[src/rtl/tj_merger_pkg.sv]
// rtl/tj_merger_pkg.sv - shared types and helpers for the tjmono data merger
//
// Purpose : arbiter state encoding, channel-tag width and a reference
//           round-robin pick function for up to 16 requesters.
// Ports   : none (package).
// Config  : the channel tag width is used by tj_data_merger when
//           MERGER_CH_TAG_EN is defined.
package tj_merger_pkg;

  typedef enum logic {
    ARB  = 1'b0,
    LOCK = 1'b1
  } state_t;

  localparam int TAG_W  = 4;
  localparam int MAX_CH = 16;

  // Scan last+1 .. last+n (mod n) and return the first requester found.
  // With no request the previous winner is returned unchanged.
  function automatic logic [3:0] rr_pick(input logic [MAX_CH-1:0] req,
                                         input logic [3:0]        last,
                                         input int                n);
    logic found;
    int   idx;
    rr_pick = last;
    found   = 1'b0;
    for (int i = 1; i <= MAX_CH; i++) begin
      idx = (int'(last) + i) % ((n < 1) ? 1 : n);
      if (!found && (i <= n) && req[idx[3:0]]) begin
        rr_pick = idx[3:0];
        found   = 1'b1;
      end
    end
  endfunction

endpackage

[src/rtl/tj_data_merger_rr_pick_n.sv]
// rtl/tj_data_merger_rr_pick_n.sv - combinational round-robin picker
//
// Purpose : rotate the request vector so last+1 sits at bit 0, priority
//           encode the lowest set bit, then rotate the index back.
// Ports   : req  in  N   request per channel
//           last in  IW  previous winner (always < N)
//           pick out IW  selected channel (== last when nothing requests)
//           any  out 1   at least one request present
module rr_pick_n #(
  parameter int N  = 2,
  parameter int IW = 1
) (
  input  logic [N-1:0]  req,
  input  logic [IW-1:0] last,
  output logic [IW-1:0] pick,
  output logic          any
);

  localparam int IW1 = IW + 1;

  logic [N-1:0]   rot;
  logic [IW-1:0]  pe;
  logic [IW1-1:0] idx;

  always_comb begin
    rot  = '0;
    pe   = '0;
    idx  = '0;
    any  = 1'b0;
    pick = last;

    // Rotate: rot[i] = req[(last + 1 + i) mod N]; the sum stays below 2N,
    // so one conditional subtract is enough for the wrap.
    for (int i = 0; i < N; i++) begin
      idx = {1'b0, last} + IW1'(i + 1);
      if (idx >= IW1'(N)) idx = idx - IW1'(N);
      for (int j = 0; j < N; j++) begin
        if (idx == IW1'(j)) rot[i] = req[j];
      end
    end

    for (int i = 0; i < N; i++) begin
      if (!any && rot[i]) begin
        any = 1'b1;
        pe  = IW'(i);
      end
    end

    // Unrotate the encoded position back to a channel index.
    idx = {1'b0, last} + IW1'(1) + {1'b0, pe};
    if (idx >= IW1'(N)) idx = idx - IW1'(N);
    if (any) pick = idx[IW-1:0];
  end

endmodule

[src/rtl/tj_data_merger.sv]
// rtl/tj_data_merger.sv - N-channel round-robin merger into the SRAM FIFO write port
//
// Purpose : pops first-word-fall-through receiver FIFOs round-robin, with a
//           per-channel burst lock (HOLD_REQ, capped at MAX_BURST words) and
//           one output register stage; sustains one word per clock.
// Ports   : CLK         in  1          merger clock
//           RST_N       in  1          asynchronous active-low reset
//           FIFO_EMPTY  in  N_CH       per-channel empty flag
//           FIFO_DATA   in  N_CH*DATA_W per-channel head word, channel i at [i*DATA_W +: DATA_W]
//           FIFO_READ   out N_CH       one-hot pop strobe
//           HOLD_REQ    in  N_CH       per-channel burst lock request
//           READY_IN    in  1          sink accepts DATA_OUT
//           WRITE_OUT   out 1          DATA_OUT valid
//           DATA_OUT    out DATA_W     merged word
//           GRANT_ID    out 4          channel of the word in DATA_OUT
//           LOCKED      out 1          burst lock active
// Config  : MERGER_CH_TAG_EN - when defined, the top TAG_W bits of each
//           loaded word are replaced by the source channel index.
module tj_data_merger
  import tj_merger_pkg::*;
#(
  parameter int N_CH      = 2,
  parameter int DATA_W    = 32,
  parameter int MAX_BURST = 16,
  parameter int CNT_W     = 5
) (
  input  logic                   CLK,
  input  logic                   RST_N,
  input  logic [N_CH-1:0]        FIFO_EMPTY,
  input  logic [N_CH*DATA_W-1:0] FIFO_DATA,
  output logic [N_CH-1:0]        FIFO_READ,
  input  logic [N_CH-1:0]        HOLD_REQ,
  input  logic                   READY_IN,
  output logic                   WRITE_OUT,
  output logic [DATA_W-1:0]      DATA_OUT,
  output logic [3:0]             GRANT_ID,
  output logic                   LOCKED
);

  localparam int IDX_W = (N_CH > 1) ? $clog2(N_CH) : 1;

  state_t             state_q, state_d;
  logic [IDX_W-1:0]   last_q, last_d;   // last winner; doubles as lock owner
  logic [CNT_W-1:0]   cnt_q, cnt_d, cnt_inc;

  logic               write_q;
  logic [DATA_W-1:0]  data_q;
  logic [3:0]         gid_q;

  logic [IDX_W-1:0]   arb_pick;
  logic               arb_any;
  logic [IDX_W-1:0]   sel;
  logic               sel_empty, sel_hold, sel_ok;
  logic [DATA_W-1:0]  sel_data, load_word;
  logic               free, pop;

  rr_pick_n #(
    .N  (N_CH),
    .IW (IDX_W)
  ) u_pick (
    .req  (~FIFO_EMPTY),
    .last (last_q),
    .pick (arb_pick),
    .any  (arb_any)
  );

  // Datapath select and pop strobe.
  always_comb begin
    free      = !write_q || READY_IN;
    sel       = (state_q == LOCK) ? last_q : arb_pick;
    sel_empty = 1'b1;
    sel_hold  = 1'b0;
    sel_data  = '0;
    for (int c = 0; c < N_CH; c++) begin
      if (sel == IDX_W'(c)) begin
        sel_empty = FIFO_EMPTY[c];
        sel_hold  = HOLD_REQ[c];
        sel_data  = FIFO_DATA[c*DATA_W +: DATA_W];
      end
    end
    sel_ok = (state_q == LOCK) ? !sel_empty : arb_any;
    // Gated by RST_N so nothing leaves the source FIFOs while in reset.
    pop = free && sel_ok && RST_N;

    FIFO_READ = '0;
    for (int c = 0; c < N_CH; c++) begin
      FIFO_READ[c] = pop && (sel == IDX_W'(c));
    end

`ifdef MERGER_CH_TAG_EN
    load_word = {TAG_W'(sel), sel_data[DATA_W-TAG_W-1:0]};
`else
    load_word = sel_data;
`endif
  end

  // Arbiter / burst-lock next state.
  always_comb begin
    state_d = state_q;
    last_d  = last_q;
    cnt_d   = cnt_q;
    cnt_inc = cnt_q + CNT_W'(1);
    case (state_q)
      ARB: begin
        if (pop) begin
          last_d = sel;
          cnt_d  = CNT_W'(1);
          if (sel_hold && (MAX_BURST > 1)) state_d = LOCK;
        end
      end
      LOCK: begin
        if (pop) cnt_d = cnt_inc;
        // Owner releases, or this pop fills the burst: back to arbitration
        // starting from owner+1 so other channels get their turn.
        if (!sel_hold || (pop && (cnt_inc == CNT_W'(MAX_BURST)))) begin
          state_d = ARB;
          cnt_d   = '0;
        end
      end
      default: state_d = ARB;
    endcase
  end

  always_ff @(posedge CLK or negedge RST_N) begin
    if (!RST_N) begin
      state_q <= ARB;
      last_q  <= IDX_W'(N_CH - 1);
      cnt_q   <= '0;
      write_q <= 1'b0;
      data_q  <= '0;
      gid_q   <= '0;
    end else begin
      state_q <= state_d;
      last_q  <= last_d;
      cnt_q   <= cnt_d;
      if (pop) begin
        write_q <= 1'b1;
        data_q  <= load_word;
        gid_q   <= 4'(sel);
      end else if (free) begin
        write_q <= 1'b0;
      end
    end
  end

  assign WRITE_OUT = write_q;
  assign DATA_OUT  = data_q;
  assign GRANT_ID  = gid_q;
  assign LOCKED    = (state_q == LOCK);

endmodule

[config.mk]
export PLATFORM = sky130hd
export DESIGN_NAME = tj_data_merger
export DESIGN_NICKNAME = d
export VERILOG_FILES = /design/src/rtl/tj_merger_pkg.sv /design/src/rtl/tj_data_merger_rr_pick_n.sv /design/src/rtl/tj_data_merger.sv
export SDC_FILE = /design/constraint.sdc
export NUM_CORES = 1
export LEC_CHECK = 0
export ABC_AREA = 1
export CAP_MARGIN = 20
export CORE_MARGIN = 2
export CORE_UTILIZATION = 42
export DETAILED_ROUTE_END_ITERATION = 8
export PLACE_DENSITY = 0.86
export SETUP_SLACK_MARGIN = 0.5
export SYNTH_ARGS = -nofsm -noshare
export SYNTH_HDL_FRONTEND = slang
export SYNTH_SLANG_ARGS = --single-unit
[constraint.sdc]
create_clock -name CLK -period 4.22 [get_ports CLK]
set_input_delay 1.266 -clock CLK [delete_from_list [all_inputs] [get_ports CLK]]
set_output_delay 1.266 -clock CLK [all_outputs]
set_load 0.005 [all_outputs]
# After elaboration in Yosys (flattened, before gate mapping)
# Cells that the tools add are included.
# totals
ff_bits	41
in_bits	71
elab_cells	67
# classes
addsub	7
order_cmp	3
n_eq_ne	5
mux	26
n_bitwise	3
reduce_logical	17
# op_table
operator	n
$mux W32	1
$mux W1	18
$mux W5	3
$pmux W5 S2	1
$ge A2 B2 Y1 const B	3
$logic_and A1 B1 Y1	6
$add A5 B1 Y5 const B	1
$eq A5 B5 Y1 const B	1
$eq A2 B1 Y1 const B	2
$logic_not A1 Y1	4
$logic_not A2 Y1	2
$mux W2	2
$reduce_and A2 Y1	2
$sub A2 B2 Y2 const B	2
$ne A3 B1 Y1 const B	1
$add A1 B1 Y2 const B	1
$add A1 B2 Y2 const B	1
$add A2 B1 Y2	1
$logic_or A1 B1 Y1	2
$ne A2 B2 Y1 const B	1
$not A1 Y1	2
$not A2 Y2	1
$pmux W1 S2	1
$reduce_bool A2 Y1	1
$sub A1 B1 Y1 const B	1

# Logic depth before layout (Yosys ltp)
# Gate-level depths: netlist (run 1).
# logic_depth
depth_word	24
depth_mapped	12
depth_no_buf	11

# By module
# From an unflattened synthesis (run 1), not the netlist that was laid out.
# hier_totals
cells_unflattened	272
hier_area_um2	2110.8
# by_module_without_submodules
module	instances	cells_each	area_each_um2
tj_data_merger	1	266	2085.8
rr_pick_n	1	6	25.0

# Least setup slack after synthesis (run 1)
# Ideal clock, no wire load.
# synth_timing
kind	input-to-output
startpoint	input FIFO_EMPTY[1]
endpoint	output FIFO_READ[1]
arrival_time_ns	1.895
t_required_ns	2.954
path_slack_ns	1.059
cell_stages	8
n_path_buf	1
path_cell_list	inv_1 > nand2_1 > nand2_2 > nand2_2 > inv_2 > nand2_2 > inv_2 > buf_6
# synth_via
elab_chain_cells	17
# synth_lines
element	line	text
from (decl)	tj_data_merger.sv:29	input logic [N_CH-1:0] FIFO_EMPTY,
$not A2 Y2	tj_data_merger.sv:61	.req (~FIFO_EMPTY),
$mux W1	tj_data_merger_rr_pick_n.sv:38	if (idx == IW1'(j)) rot[i] = req[j];
$mux W1	tj_data_merger_rr_pick_n.sv:43	if (!any && rot[i]) begin
$logic_not A1 Y1	tj_data_merger_rr_pick_n.sv:43	
$logic_and A1 B1 Y1	tj_data_merger_rr_pick_n.sv:43	
$mux W1	tj_data_merger_rr_pick_n.sv:43	
$add A2 B1 Y2	tj_data_merger_rr_pick_n.sv:50	idx = {1'b0, last} + IW1'(1) + {1'b0, pe};
$ge A2 B2 Y1 or $sub A1 B1 Y1 (tied branches)	tj_data_merger_rr_pick_n.sv:51	if (idx >= IW1'(N)) idx = idx - IW1'(N);
$mux W1	tj_data_merger_rr_pick_n.sv:51	
$mux W1	tj_data_merger_rr_pick_n.sv:52	if (any) pick = idx[IW-1:0];
$mux W1	tj_data_merger.sv:70	sel = (state_q == LOCK) ? last_q : arb_pick;
$mux W1	tj_data_merger.sv:75	if (sel == IDX_W'(c)) begin
$logic_not A1 Y1	tj_data_merger.sv:81	sel_ok = (state_q == LOCK) ? !sel_empty : arb_any;
$mux W1	tj_data_merger.sv:81	
$logic_and A1 B1 Y1 (2 in a row)	tj_data_merger.sv:83	pop = free && sel_ok && RST_N;
$logic_and A1 B1 Y1 *	tj_data_merger.sv:87	FIFO_READ[c] = pop && (sel == IDX_W'(c));
to (decl)	tj_data_merger.sv:31	output logic [N_CH-1:0] FIFO_READ,
# Every way passes the cells marked *; elsewhere a longest branch is shown, timed or not.

# Worst setup path in the final report (run 1)
# layout_timing
startpoint	input READY_IN
endpoint	output FIFO_READ[1]
# layout_via
elab_chain_cells	4
# layout_lines
element	line	text
from (decl)	tj_data_merger.sv:33	input logic READY_IN,
$logic_or A1 B1 Y1	tj_data_merger.sv:69	free = !write_q || READY_IN;
$logic_and A1 B1 Y1 (2 in a row)	tj_data_merger.sv:83	
$logic_and A1 B1 Y1	tj_data_merger.sv:87	
# No other way between the ends.

==> results of run 1 <==
-- worst max-delay path: stages --
cell,delay (ns)
clkdlybuf4s50_1,0.47
o21a_1,0.18
nand2_4,0.08
inv_2,0.06
nand2_2,0.06
inv_2,0.05
clkdlybuf4s15_1,0.19
-- area by class of cell --
type,instances,area [um2],area share
flip-flops and latches,41,1030,0.318
clock buffers,8,80.1,0.0248
inverters,16,61.3,0.0190
repair buffers,115,1120,0.348
multi-input cells,191,857,0.265
well taps,67,83.8,0.0259
-- timing repair --
item,CTS,global route
resized for setup,4,1
buffers inserted,3,0
pin swaps,2,2
endpoints found under the setup margin,2,1
-- power breakdown --
group          internal, W  total [W]  switching, W
Combinational     0.000459   0.000783      0.000324
Sequential        0.000562   0.000672      0.000110
Clock             0.000118   0.000244      0.000126
Total              0.00114    0.00170      0.000559
-- cells in the final DEF (no fill, tap or decap), drive strengths merged, types with 3 or more instances in the layout --
cell and instances:
nand3 37, inv 15, nor2 6, dfrtp 40
conb 3, clkbuf 8, buf 9, nand4 6
o21ai 3, nand2 131, clkdlybuf4s50 103
-- how the worst max path moves through the flow --
| stage | startpoint | to | slack, ns | depth (start not counted) |
|---|---|---|---|---|
| floorplan | FIFO_EMPTY[1] | FIFO_READ[1] | 1.06 | 8 |
| global placement | READY_IN | FIFO_READ[1] | 0.24 | 7 |
| detailed placement | FIFO_EMPTY[0] | FIFO_READ[1] | 0.21 | 9 |
| CTS | FIFO_EMPTY[1] | FIFO_READ[1] | 0.53 | 9 |
| global route | READY_IN | FIFO_READ[1] | 0.52 | 7 |
| finish | READY_IN | FIFO_READ[1] | 0.59 | 7 |
-- kinds of logic (layout without fill, tap and decap cells) --
group	Yosys count	in the layout	share of synthesized area
flip-flops	41	41	0.502
buffers and inverters	30	139	0.0861
other	1	3	0.00183
AND/OR/NAND/NOR	180	180	0.381
AO/OA/AOI/OAI	6	6	0.0177
adder cells (fa/ha/maj)	2	2	0.0122
-- stage by stage --
stage,hold WS (ns),setup WS [ns],std cells,total power [W],cell area [um2]
floorplan,0.471,1.06,262,0.00102,2060
global placement,0.474,0.244,427,0.00145,3130
detailed placement,0.472,0.213,427,0.00146,3130
CTS,0.492,0.532,438,0.00172,3230
finish,0.493,0.586,438,0.00170,3230
global route,0.523,0.521,438,0.00183,3230
-- flip-flops by register name (all words and copies together) (netlist names) --
| register | count |
|---|---|
| cnt_q | 5 |
| LOCKED | 1 |
| last_q | 1 |
| GRANT_ID | 1 |
| WRITE_OUT | 1 |
| DATA_OUT | 32 |
-- per-layer routing --
layer  vias up  track usage  wire [um]
met5         -            0          0
met4         0       0.0586         61
met3         8       0.0658        381
met2        76        0.354       2580
met1       931        0.222       2210
li1       1028            -          -
==> results.md, run 1 <==
- Status: completed
- Largest net degree at the start of global routing: 42
- Reg2reg end: DATA_OUT[22]
- Worst r2r path cells: 7
- Slew @ Worst Pin: between 0.5 and 0.6 ns
- Crit path kind: in2out
- Worst Setup Start Kind: primary input
- Final wirelength: 5230 um
- Leakage: 1.50 nW
- R2r setup slk: 2.56 ns
- Fraction of registers with async set/reset: 1.00
- Period Utilization, post-route: 0.861
- Clock Path Buffers: 2
- Max-Cap Viols: 0
- Hold path depth: 2
- Hold worst-path end: GRANT_ID[0]
- Synth Instances: 260
- Root Buffer: clkbuf_8
- Ys flop type: dfrtp_1
- Setup crit end kind: output port
- Num CTS Buffers: 5
- Grt ovf: 0
- Yosys warning count: 0
- Port bufs: approximately 110
- Routed WL per cell: roughly 12 um
- Util after Layout: 0.685
- Worst min path class: reg2reg
- Setup violators final: 0
- Global-route wire length before repair: between 8000 and 9000 um
- Worst clock skew: 0.00949 ns
- Top cells by count, synth: 124 x nand2_1, 40 x dfrtp_1, 36 x nand3_1
- Hpwl dp: 3850 um
- Reg clk slew, reported paths: 0.08 ns
- Most frequent cell after synthesis: nand2_1
- WP data arrival: roughly 2.4 ns
- Max FO, Critical Path: 4
- Number of enable flip-flop cells after synthesis: 0
- DR pass1 iterations: 4
- Rows: 25
- RSZ-0062 raised after global routing: no
- Leading area contributor after synthesis: dfrtp_1
- Diodes inserted: 0
- GP Congestion: 0.829
- Core Area: about 0.0047 mm2
- Pwr Density: roughly 530 mW/mm2
- Die height: around 74 um
- Number of synthesized register bits: 41
- Initial antenna violation count: 0
- Share of the synthesized area in the top cell type: 0.489
- Largest cells by area after synthesis: dfrtp_1 49%, nand2_1 23%, nand3_1 8.8%, buf_4 2.9%, buf_6 2.2%
- H-tree Lvls: 2
- Number of global-route vias before repair: slightly above 2k
- Clk_lat worst skew: 0.29 ns
- Via count: 2043
- Fmax: 275 MHz
- Layout overhead on the synthesized area: 57.8%
- Worst R2R Start: LOCKED
- Post-synthesis cell area: about 0.002 mm2
- Fin crit period: 3.63 ns
- Final #Nets: 443
- Maximum vdd drop: roughly 0.3 mV
- DRT iter0 DRCs: 85
- Total global-route track usage: 0.198
- Sequential element share of the synthesized area: 0.502
- Max Slew Vio Count: 0
- Filler Cells Inserted: 397
- Setup_tns: 0 ns
- I/O pin total: 111
- DR vias/cell: 4.66
- Die ar.: 0.00545 mm2
- Hold path startpoint: GRANT_ID[0]
- CTS sink count: 41
- Final hold vios: 0
- Yosys cell types: 22
- Post-synthesis area per instance: 7.88 um2
- # DRC: 0
- Post-CTS Hold Fix Bufs: 0
- Slew Limit Headroom: 0.658
- ANT nets after route: 0
- Die W: 73.8 um
- CTS tree: yes
- Initial Util: 0.434
- Proportion of layout cells with a drive suffix above 1: 0.0836
- CP Data Required Time: 2.95 ns
(Power assumes the default switching activity.)
==> inputs of run 2 (changes only) <==
--- a/config.mk
+++ b/config.mk
@@ -9,6 +9,8 @@
 export CAP_MARGIN = 20
 export CORE_MARGIN = 2
 export CORE_UTILIZATION = 42
+export CTS_BUF_LIST = sky130_fd_sc_hd__clkbuf_4 sky130_fd_sc_hd__clkbuf_8 sky130_fd_sc_hd__clkbuf_16
+export CTS_CLUSTER_SIZE = 40
 export DETAILED_ROUTE_END_ITERATION = 8
 export PLACE_DENSITY = 0.86
 export SETUP_SLACK_MARGIN = 0.5
==> run 2 against run 1 <==
Fmax hardly changed. Clock power up 8.2%. Register-to-register slack barely moved. Die area unchanged. Wire length increased by 0.17%. Critical path depth stayed put. Largest cell class unchanged. Highest routed layer unchanged.
==> results.md, run 2 (synthesis results as in run 1) <==
- ANT nets after route: 0 (unchanged)
- Final hold vios: 0 (unchanged)
- Max FO, Critical Path: 4 (unchanged)
- Routed WL per cell: 12.0 um (+0.17%)
- DR vias/cell: 4.66 (about the same)
- Layout overhead on the synthesized area: 58.4%
- Initial antenna violation count: 0 (unchanged)
- Root Buffer: clkbuf_8
- Fmax: 275 MHz (about the same)
- Fin crit period: 3.63 ns (+0.000457 ns)
- R2r setup slk: 2.56 ns (about the same)
- Setup violators final: 0 (unchanged)
- Setup_tns: 0 ns (unchanged)
- Reg clk slew, reported paths: 0.08 ns (about the same)
- Leakage: 1.51 nW (+0.68%)
- H-tree Lvls: 2 (unchanged)
- Grt ovf: 0 (unchanged)
- CTS sink count: 41 (unchanged)
- Most used cell, CP: inv_2
- Worst Path Buf+Inv: 4 (unchanged)
- Die height: 73.8 um (unchanged)
- Proportion of layout cells with a drive suffix above 1: 0.0916 (+0.00809)
- Total global-route track usage: 0.199 (+0.00115)
- Crit path kind: in2out
- Core Area: 0.00472 mm2 (unchanged)
- Die ar.: 0.00545 mm2 (unchanged)
- WP data arrival: 2.37 ns (about the same)
- Max Slew Vio Count: 0 (unchanged)
- Num CTS Buffers: 5 (unchanged)
- Max-Cap Viols: 0 (unchanged)
- Place WS: 0.213 ns (unchanged)
- # DRC: 0 (unchanged)
- Diodes inserted: 0 (unchanged)
- Worst Setup Start Kind: primary input
- Max incr delay on CP: 0.47 ns (about the same)
- Hpwl dp: 3850 um (unchanged)
- Hold path startpoint: GRANT_ID[0]
- Worst r2r path cells: 7 (unchanged)
- Crit path cell chain: clkdlybuf4s50_1 -> o21a_1 -> nand2_4 -> inv_2 -> nand2_2 -> inv_2 -> clkdlybuf4s15_1
- Status: completed
- RSZ-0062 raised after global routing: no
- Reg2reg end: DATA_OUT[22]
- Port bufs: 107 (unchanged)
- Period Utilization, post-route: 0.861 (about the same)
- Worst path top cell family by delay: buffers and inverters
- Most common cell after layout, fill and taps aside: nand2_1
- DRT iter0 DRCs: 85 (unchanged)
- Number of global-route vias before repair: 2034 (unchanged)
- Rows: 25 (unchanged)
- Slew @ Worst Pin: 0.515 ns (+0.00236 ns)
- CP Data Required Time: 2.95 ns (about the same)
- Crit path max-delay cell type: clkdlybuf4s50_1
- Pwr Density: 530 mW/mm2 (+0.84%)
- Filler Cells Inserted: 396 (-0.25%)
- Global-route wire length before repair: 8460 um (+0.42%)
- Slew Limit Headroom: 0.656 (-0.00157)
- CTS tree: yes
- Clock Path Buffers: 2 (unchanged)
- GP Congestion: 0.829 (unchanged)
- Worst clock skew: 0.00862 ns (-0.000870 ns)
- Most frequent cells in the layout: 124 x nand2_1, 103 x clkdlybuf4s50_1, 40 x dfrtp_1
- Max reg flops: 32 (unchanged)
- Die W: 73.8 um (unchanged)
- Initial Util: 0.434 (unchanged)
- Worst min path class: reg2reg
- Setup crit end kind: output port
- Final #Nets: 443 (unchanged)
- Final worst slack: 0.585 ns (-0.000457 ns)
- I/O pin total: 111 (unchanged)
- Clk_lat worst skew: 0.29 ns (about the same)
- Hold worst-path end: GRANT_ID[0]
- Largest net degree at the start of global routing: 42 (unchanged)
- Final wirelength: 5240 um (+0.17%)
- Via count: 2042 (-0.049%)
- Hold path depth: 2 (unchanged)
- Maximum vdd drop: 0.294 mV (about the same)
- Reg area: 0.00103 mm2 (unchanged)
- Area of the multi-input gates: 857 um2 (unchanged)
- Worst R2R Start: LOCKED
- DR pass1 iterations: 4 (unchanged)
==> run 2: how the worst max path moves through the flow <==
stage	start	end	slack, ns	cells after the start
6_report	READY_IN	FIFO_READ[1]	0.59	7
5_1_grt	READY_IN	FIFO_READ[1]	0.52	7
4_1_cts	FIFO_EMPTY[1]	FIFO_READ[1]	0.53	9
3_5_place_dp	FIFO_EMPTY[0]	FIFO_READ[1]	0.21	9
3_3_place_gp	READY_IN	FIFO_READ[1]	0.24	7
2_1_floorplan	FIFO_EMPTY[1]	FIFO_READ[1]	1.06	8
==> run 2: worst min-delay path, stage by stage (launching register included) <==
cell and delay (ns):
dfrtp_1 0.35, nand2_1 0.05, nand2_1 0.06
==> run 2: per-stage QoR <==
stage | std cells | hold slack (ns) | power, W | area, um2 | util
6_report | 438 | 0.493 | 0.00172 | 3240 | 0.687
3_3_place_gp | 427 | 0.474 | 0.00145 | 3130 | 0.662
3_5_place_dp | 427 | 0.472 | 0.00146 | 3130 | 0.662
4_1_cts | 438 | 0.492 | 0.00174 | 3240 | 0.687
2_1_floorplan | 262 | 0.471 | 0.00102 | 2060 | -
5_1_grt | 438 | 0.523 | 0.00185 | 3240 | 0.687
==> run 2: layout make-up <==
| type | count | share of cell area |
|---|---|---|
| multi-input cells | 191 | 0.264 |
| clock buffers | 8 | 0.0282 |
| well taps | 67 | 0.0258 |
| repair buffers | 115 | 0.346 |
| flip-flops and latches | 41 | 0.317 |
| inverters | 16 | 0.0189 |
==> run 2: timing repair <==
item | in CTS | in global routing
buffers inserted | 3 | 0
resized for setup | 4 | 1
hold buffers | 0 | 0
endpoints found under the setup margin | 2 | 1
cloned | 0 | 0
pin swaps | 2 | 2
==> run 2: power breakdown <==
| part | total [W] | leakage, nW | internal (W) | switching [W] |
|---|---|---|---|---|
| registers | 0.000672 | 0.510 | 0.000562 | 0.000110 |
| logic | 0.000783 | 0.954 | 0.000459 | 0.000324 |
| clock network | 0.000264 | 0.0498 | 0.000137 | 0.000127 |
==> run 2: metal layers <==
layer	routed length, um	GRT usage	part of all wire	up-vias
met5	0	0	0	-
met4	46	0.0586	0.0088	0
met3	383	0.0700	0.073	7
met2	2600	0.353	0.50	77
met1	2210	0.224	0.42	931
li1	-	-	-	1027
==> inputs of run 3 (changes only) <==
--- a/config.mk
+++ b/config.mk
@@ -12,6 +12,7 @@
 export CTS_BUF_LIST = sky130_fd_sc_hd__clkbuf_4 sky130_fd_sc_hd__clkbuf_8 sky130_fd_sc_hd__clkbuf_16
 export CTS_CLUSTER_SIZE = 40
 export DETAILED_ROUTE_END_ITERATION = 8
+export GPL_TIMING_DRIVEN = 0
 export PLACE_DENSITY = 0.86
 export SETUP_SLACK_MARGIN = 0.5
 export SYNTH_ARGS = -nofsm -noshare
==> run 3 against run 2 <==
Global-route usage up 2.1 points. Critical path depth up 2. Final cell count up 3.0%. Register-to-register slack worse by 0.14 ns. Combinational power up 9.6%. Largest power group unchanged.
==> results.md, run 3 (synthesis results as in run 1) <==
- Hold slack: 0.493 ns (+0.000146 ns)
- Largest net degree at the start of global routing: 29 (-31%)
- Number of global-route vias before repair: 2089 (+2.7%)
- Root Buffer: clkbuf_8
- # DRC: 0 (unchanged)
- Reg clk slew, reported paths: 0.07 ns (about the same)
- Die W: 73.8 um (unchanged)
- Leakage: 1.62 nW (+6.7%)
- Proportion of layout cells with a drive suffix above 1: 0.128 (+0.0360)
- Final hold vios: 0 (unchanged)
- DRT iter0 DRCs: 74 (-13%)
- Port bufs: 107 (unchanged)
- Setup crit end kind: output port
- Cell total after placement: 437 (+2.3%)
- CP Data Required Time: 2.95 ns (about the same)
- Worst clock skew: 0.00700 ns (-0.00162 ns)
- DR pass1 iterations: 4 (unchanged)
- Global-route wire length before repair: 9190 um (+8.6%)
- Max Slew Vio Count: 0 (unchanged)
- I/O pin total: 111 (unchanged)
- Maximum vdd drop: 0.335 mV (+14%)
- Final wirelength: 5790 um (+11%)
- Worst Setup Start Kind: primary input
- Final Instance Count excl. Fillers: 451 (+3.0%)
- Routed WL per cell: 12.8 um (+7.3%)
- Core Area: 0.00472 mm2 (unchanged)
- Period Utilization, post-route: 0.857 (-0.00415)
- Max-Cap Viols: 0 (unchanged)
- Worst min path class: reg2reg
- Rows: 25 (unchanged)
- Initial antenna violation count: 0 (unchanged)
- ANT nets after route: 0 (unchanged)
- Hpwl dp: 4290 um (+11%)
- Max reg flops: 32 (unchanged)
- Most common cell after layout, fill and taps aside: nand2_1
- Overall Power: 0.00179 W (+4.1%)
- CTS tree: yes
- CTS sink count: 41 (unchanged)
- Util after Layout: 0.718 (+0.0307)
- WP data arrival: 2.35 ns (-0.02 ns)
- Initial Util: 0.434 (unchanged)
- Die ar.: 0.00545 mm2 (unchanged)
- Crit path cell chain: clkbuf_4 -> o21a_1 -> nand2_4 -> buf_4 -> inv_6 -> nand2_4 -> inv_4 -> buf_6 -> clkbuf_2
- Status: completed
- Post-CTS Hold Fix Bufs: 0 (unchanged)
- Max incr delay on CP: 0.25 ns (-0.22 ns)
- Num CTS Buffers: 5 (unchanged)
- Setup violators final: 0 (unchanged)
- Clk_lat worst skew: 0.29 ns (about the same)
- Most used cell, CP: nand2_4
- Filler Cells Inserted: 373 (-5.8%)
- Total global-route track usage: 0.220 (+0.0206)
- H-tree Lvls: 2 (unchanged)
- Final #Nets: 457 (+3.2%)
- Die height: 73.8 um (unchanged)
- Grt ovf: 0 (unchanged)
- RSZ-0062 raised after global routing: no
- Layout overhead on the synthesized area: 65.5%
- Diodes inserted: 0 (unchanged)
- Pwr Density: 528 mW/mm2 (-0.35%)
- DR vias/cell: 4.69 (+0.59%)
- Crit path kind: in2out
- Max FO, Critical Path: 15 (+11)
- Fin crit period: 3.62 ns (-0.0175 ns)
- Clock Path Buffers: 2 (unchanged)
- Crit path max-delay cell type: clkbuf_4
- Via count: 2115 (+3.6%)
- Fmax: 276 MHz (+0.48%)
- Most frequent cells in the layout: 124 x nand2_1, 101 x clkdlybuf4s50_1, 40 x dfrtp_1
- GP Congestion: 0.792 (-4.4%)
## run 3: through the flow
stage	cell area [um2]	setup TNS (ns)	worst slack, ns
floorplan	2060	0	1.06
global placement	3210	-3.01	-1.54
detailed placement	3230	-0.0533	-0.0533
CTS	3380	0	0.288
global route	3390	0	0.522
finish	3390	0	0.603
## run 3: cell type report
type / count / area, um2 / share of cell area
buffer: 14 / 119 / 0.0351
clock buffer: 7 / 90.1 / 0.0266
inverter: 16 / 68.8 / 0.0203
multi-input combinational: 191 / 862 / 0.254
sequential: 41 / 1030 / 0.303
tap: 67 / 83.8 / 0.0247
timing repair buffer: 115 / 1140 / 0.336
## run 3: report_power, final
group,internal (W),switching [W]
Sequential,0.000562,0.000103
Clock,0.000136,0.000130
Combinational,0.000498,0.000360
## run 3: worst paths after layout
kind	startpoint	to	slack [ns]	cells past startpoint
min in group asynchronous	RST_N	GRANT_ID[0]	0.85	1
worst min register to register	DATA_OUT[5]	DATA_OUT[5]	0.49	2
max in group asynchronous	RST_N	last_q	2.90	2
worst max-delay path	RST_N	FIFO_READ[1]	0.60	9
worst min-delay path	DATA_OUT[5]	DATA_OUT[5]	0.49	2
worst max register to register	last_q	DATA_OUT[16]	2.42	11
## run 3: critical path, delay by kind of cell
kind | cells | cell delay [ns]
AND/OR/NAND/NOR | 2 | 0.14
AO/OA/AOI/OAI | 1 | 0.22
buffers and inverters | 6 | 0.72
## run 3: what timing repair did
action | CTS | global route
endpoints found under the setup margin | 2 | 2
setup buffers | 7 | 0
hold endpoints to repair | 0 | 0
resized for setup | 7 | 8
pin swaps | 3 | 3
## run 3: layer usage
metal | share of wire | GRT usage | vias to the layer above
met5 | 0 | 0 | -
met4 | 0.0071 | 0.0606 | 0
met3 | 0.072 | 0.0768 | 5
met2 | 0.52 | 0.397 | 86
met1 | 0.40 | 0.243 | 969
li1 | - | - | 1055
